==> src/rtl/pll_phase_sequencer.sv <==
// pll_phase_sequencer: round-robin arbiter and phasestep/phasedone sequencer for Cyclone III PLL dynamic phase shift.
// scanclk is derived from clk; phasestep edges are aligned to scanclk falling edges.
module pll_phase_sequencer #(
  parameter int SCAN_DIV = 16,
  parameter int TIMEOUT  = 4096
) (
  input  logic       clk,
  input  logic       rstn,
  input  logic       req0_valid,
  input  logic [2:0] req0_sel,
  input  logic       req0_up,
  input  logic [7:0] req0_steps,
  output logic       req0_ack,
  input  logic       req1_valid,
  input  logic [2:0] req1_sel,
  input  logic       req1_up,
  input  logic [7:0] req1_steps,
  output logic       req1_ack,
  input  logic       phasedone,
  output logic [2:0] phasecounterselect,
  output logic       phaseupdown,
  output logic       phasestep,
  output logic       scanclk,
  output logic       busy,
  output logic       done,
  output logic       err,
  output logic       grant_id,
  output logic [7:0] steps_done
);
  localparam int DW = $clog2(SCAN_DIV);
  localparam int TW = $clog2(TIMEOUT);
  localparam logic [DW-1:0] DIV_MAX = DW'(SCAN_DIV - 1);
  localparam logic [TW-1:0] TO_MAX  = TW'(TIMEOUT - 1);

  typedef enum logic [2:0] {S_IDLE, S_SETUP, S_STEP, S_WAIT_LO, S_WAIT_HI, S_FINISH} state_t;

  state_t          r_state, w_next;
  logic [1:0]      r_pd_sync;
  logic [DW-1:0]   r_div;
  logic [TW-1:0]   r_to_cnt;
  logic [1:0]      r_tcnt;
  logic [2:0]      r_sel;
  logic [7:0]      r_remaining, r_steps_done;
  logic            r_scanclk, r_phasestep, r_up, r_grant_id, r_last_grant;
  logic            r_busy, r_done, r_err, r_ack0, r_ack1, r_err_flag;
  logic            w_g1, w_grant, w_run, w_tick, w_to, w_pd, w_to_err;
  logic [7:0]      w_steps;

  always_ff @(posedge clk or negedge rstn)
    if (!rstn) r_state <= S_IDLE;
    else r_state <= w_next;

  always_comb begin
    w_next = r_state;
    case (r_state)
      S_IDLE:    if (w_grant) w_next = (w_steps == 8'd0) ? S_FINISH : S_SETUP;
      S_SETUP:   if (w_tick && r_tcnt != 2'd0 && r_scanclk) w_next = S_STEP;
      S_STEP:    if (w_tick && r_tcnt == 2'd3) w_next = S_WAIT_LO;
      S_WAIT_LO: if (!w_pd) w_next = S_WAIT_HI; else if (w_to) w_next = S_FINISH;
      S_WAIT_HI: if (w_pd) w_next = (r_remaining == 8'd1) ? S_FINISH : S_SETUP; else if (w_to) w_next = S_FINISH;
      default:   w_next = S_IDLE;
    endcase
  end

  // Port 1 wins only when port 0 is idle or port 0 was served last.
  always_comb begin
    w_g1     = req1_valid && (!req0_valid || !r_last_grant);
    w_grant  = (r_state == S_IDLE) && (req0_valid || req1_valid);
    w_steps  = w_g1 ? req1_steps : req0_steps;
    w_run    = r_state inside {S_SETUP, S_STEP, S_WAIT_LO, S_WAIT_HI};
    w_tick   = w_run && (r_div == DIV_MAX);
    w_to     = r_to_cnt == TO_MAX;
    w_pd     = r_pd_sync[1];
    w_to_err = w_to && ((r_state == S_WAIT_LO && w_pd) || (r_state == S_WAIT_HI && !w_pd));
  end

  always_ff @(posedge clk or negedge rstn)
    if (!rstn) begin
      r_pd_sync    <= 2'b00;
      r_div        <= '0;
      r_to_cnt     <= '0;
      r_tcnt       <= 2'd0;
      r_scanclk    <= 1'b0;
      r_phasestep  <= 1'b0;
      r_sel        <= 3'b000;
      r_up         <= 1'b1;
      r_remaining  <= 8'd0;
      r_steps_done <= 8'd0;
      r_grant_id   <= 1'b0;
      r_last_grant <= 1'b1;
      r_busy       <= 1'b0;
      r_done       <= 1'b0;
      r_err        <= 1'b0;
      r_ack0       <= 1'b0;
      r_ack1       <= 1'b0;
      r_err_flag   <= 1'b0;
    end else begin
      r_pd_sync <= {r_pd_sync[0], phasedone};
      r_div     <= (w_tick || !w_run) ? '0 : r_div + 1'b1;
      r_scanclk <= w_run && (w_next != S_FINISH) && (r_scanclk ^ w_tick);
      r_tcnt    <= (w_next != r_state) ? 2'd0 : r_tcnt + {1'b0, w_tick};
      r_to_cnt  <= (w_next != r_state) ? '0 : r_to_cnt + 1'b1;
      r_ack0    <= w_grant && !w_g1;
      r_ack1    <= w_grant && w_g1;
      r_done    <= (r_state == S_FINISH) && !r_err_flag;
      r_err     <= (r_state == S_FINISH) && r_err_flag;
      if (w_grant) begin
        r_sel        <= w_g1 ? req1_sel : req0_sel;
        r_up         <= w_g1 ? req1_up : req0_up;
        r_remaining  <= w_steps;
        r_grant_id   <= w_g1;
        r_steps_done <= 8'd0;
        r_busy       <= 1'b1;
        r_err_flag   <= 1'b0;
      end
      if (r_state == S_SETUP && w_next == S_STEP) r_phasestep <= 1'b1;
      if ((r_state == S_STEP && w_next == S_WAIT_LO) || r_state == S_FINISH) r_phasestep <= 1'b0;
      if (r_state == S_WAIT_HI && w_pd) begin
        r_steps_done <= r_steps_done + 8'd1;
        r_remaining  <= r_remaining - 8'd1;
      end
      if (w_to_err) r_err_flag <= 1'b1;
      if (r_state == S_FINISH) begin
        r_busy       <= 1'b0;
        r_last_grant <= r_grant_id;
      end
    end

  assign req0_ack           = r_ack0;
  assign req1_ack           = r_ack1;
  assign phasecounterselect = r_sel;
  assign phaseupdown        = r_up;
  assign phasestep          = r_phasestep;
  assign scanclk            = r_scanclk;
  assign busy               = r_busy;
  assign done               = r_done;
  assign err                = r_err;
  assign grant_id           = r_grant_id;
  assign steps_done         = r_steps_done;
endmodule

==> config.mk <==
export PLATFORM = sky130hd
export DESIGN_NAME = pll_phase_sequencer
export DESIGN_NICKNAME = d
export VERILOG_FILES = /design/src/rtl/pll_phase_sequencer.sv
export SDC_FILE = /design/constraint.sdc
export NUM_CORES = 1
export LEC_CHECK = 0
export CORE_MARGIN = 8
export CORE_UTILIZATION = 40
export CTS_BUF_LIST = sky130_fd_sc_hd__clkbuf_16
export CTS_CLUSTER_SIZE = 14
export DETAILED_ROUTE_END_ITERATION = 10
export PLACE_DENSITY = 0.74
export SKIP_CTS_REPAIR_TIMING = 1
export SLEW_MARGIN = 40
export SYNTH_ARGS = -nofsm -noshare
export SYNTH_HDL_FRONTEND = slang
export SYNTH_SLANG_ARGS = --single-unit
==> constraint.sdc <==
create_clock -name clk -period 2.02 [get_ports clk]
set_input_delay 0.606 -clock clk [delete_from_list [all_inputs] [get_ports clk]]
set_output_delay 0.606 -clock clk [all_outputs]
set_load 0.02 [all_outputs]
==> results.tsv <==
metric	value	unit
status	finished clean	
fin_area	0.00363	sq mm
grt_max_degree	54	
hp-class	primary input to asynchronous set/reset pin	
yosysMostFrequentCell	dfrtp_1	
die_h	98.7	um
antenna_found_initial	0	
finalClockSkew	0.00672	ns
drv_slew	0	
synthFlopType	dfrtp_1	
crit_path_max_fanout	5	
place_area	0.00344	sq mm
synth_top_area_frac	0.467	
nFillCells	593	
crit_type	flip-flop to output pin	
r2r_slack	0.08	ns
synth_area_leaders	dfrtp_1 47%, nand2_1 4.8%, nor2_1 4.8%	
cts_made_buffers	5	
grt_use_total	0.129	
die_x	98.7	um
setup_viol	0	
period_needed	1.95	ns
nets	383	
clkTransAtPathRegs	0.07	ns
cts_root_buf	clkbuf_16	
hold_violations	0	
routed_via_density	5.29	
pre_cts_ws	-0.0680	ns
ys_top_cells_by_count	51 x dfrtp_1, 35 x nand2_1, 35 x nor2_1	
maxCapViolations	0	
setup_tns	0	ns
slew_headroom	0.708	
slowest_delay	0.63	ns
place.port_buffers	48	
start_kind	flip-flop	
drt-initial-drc-count	138	
synth_area_leader_cell	dfrtp_1	
rr_startpoint	r_div[0]	
netlist_instances	282	
synth.cell_area	0.00274	sq mm
grt_first_pass_wirelength	10400	um
syn-num-nets	317	
antenna_cells	0	
dp.cells	420	
power.density	583	mW/mm^2
dp_hpwl	4590	um
yosysWarnings	0	
grt_pass1_vias	2281	
leakagePower	1.69	nW
core	0.00672	sq mm
overflow	0	
ys_seq_area_frac	0.486	
cts_tree	built	
setup_slack	0.0720	ns
synth-edff-count	0	
place_congestion	0.801	
routedWlPerCell	14.1	um
crit_chain	clkdlybuf4s50_1	
critPathCaptureType	output pin	
vdd_ir_drop_max	0.357	mV
postRouteWirelength	6030	um
via_count	2270	
ant_nets	0	
synth_cell_types	58	
crit_arrival	1.34	ns
synth.avg_cell_area	9.70	sq um
dr.pass1.iters	4	
fp-row-count	30	
ios	49	
rr_endpoint	r_to_cnt[7]	
clkLatencyLatePin	0.29	ns
cts_sinks	53	
cp_num_buf_inv	1	
die_area	0.00974	sq mm
area_delta_synth_final	32.6	%
reg2reg_depth	7	
period_share	0.964	
start_util	0.407	
drive_gt1_frac	0.132	
finalNonFillerCells	429	
async_flop_share	1.00	
drcViolationCount	0	
clk_path_buf_depth	2	
ys_ff_latch	53	
cp_top_family	buffers and inverters	
required	1.41	ns
clock.fmax	0.513	GHz
htreeDepth	2	
worstMarginPinSlew	0.435	ns
cpMaxStageDelayCell	clkdlybuf4s50_1	
==> how the worst max path moves through the flow <==
stage,startpoint,endpoint,cells past startpoint
floorplan,r_div[0],r_to_cnt[10],7
global placement,req1_valid,r_remaining[5],6
detailed placement,req0_valid,phasecounterselect[1],6
CTS,phaseupdown,phaseupdown,1
global route,r_div[0],r_to_cnt[0],7
finish,steps_done[0],steps_done[0],1
==> state kept, by name, summed over array words and instances, names as in the netlist, 2 cells and up <==
name                count
r_pd_sync               2
r_to_cnt               12
steps_done              8
r_remaining             8
r_tcnt                  2
phasecounterselect      3
r_state                 3
r_div                   4
==> metrics by stage <==
stage	utilization	hold slack, ns	total power [mW]
floorplan	-	0.310	1.10
global placement	0.512	0.344	1.20
detailed placement	0.512	0.353	1.20
CTS	0.536	0.317	2.14
global route	0.540	0.325	2.18
finish	0.540	0.306	2.11
==> kinds of logic (layout without fill, tap and decap cells) <==
group / Yosys count / count (layout) / synth area share
compound gates: 49 / 49 / 0.130
xor+xnor: 17 / 17 / 0.0544
fa+ha+maj: 6 / 6 / 0.0274
buf+inv: 20 / 87 / 0.0325
flops: 53 / 53 / 0.486
mux: 10 / 10 / 0.0371
simple gates: 127 / 127 / 0.233
==> layer usage <==
metal	track usage	vias up	routed length, um
li1	-	1129	-
met1	0.161	1077	2850
met2	0.207	52	2790
met3	0.0331	12	256
met4	0.0555	0	133
met5	0	-	0
==> placed cells by master, fill, tap and decap left out, types with 8 or more instances in the layout <==
cell / netlist / routed
buf_4: 0 / 22
clkdlybuf4s50_1: 0 / 46
dfrtp_1: 51 / 51
inv_1: 7 / 8
mux2i_1: 9 / 9
nand2_1: 35 / 35
nand3_1: 14 / 14
nor2_1: 35 / 35
o21ai_0: 15 / 15
xor2_1: 11 / 11
==> report_power, final <==
part           total (mW)  leakage (nW)  switching [mW]  internal [mW]
Sequential           1.07         0.637         0.00312           1.06
Combinational       0.110         0.968          0.0444         0.0660
Clock               0.936        0.0826           0.360          0.576
==> cell type report <==
type                    count  area, sq um  area share
repair buffers             72          683       0.188
inverters                   7         26.3     0.00724
multi-input cells         209         1330       0.366
clock inverters             3         37.5      0.0103
well taps                  80          100      0.0276
flip-flops and latches     53         1330       0.366
clock buffers               5          125      0.0345
Note: power is estimated with default switching activity, not from simulation.
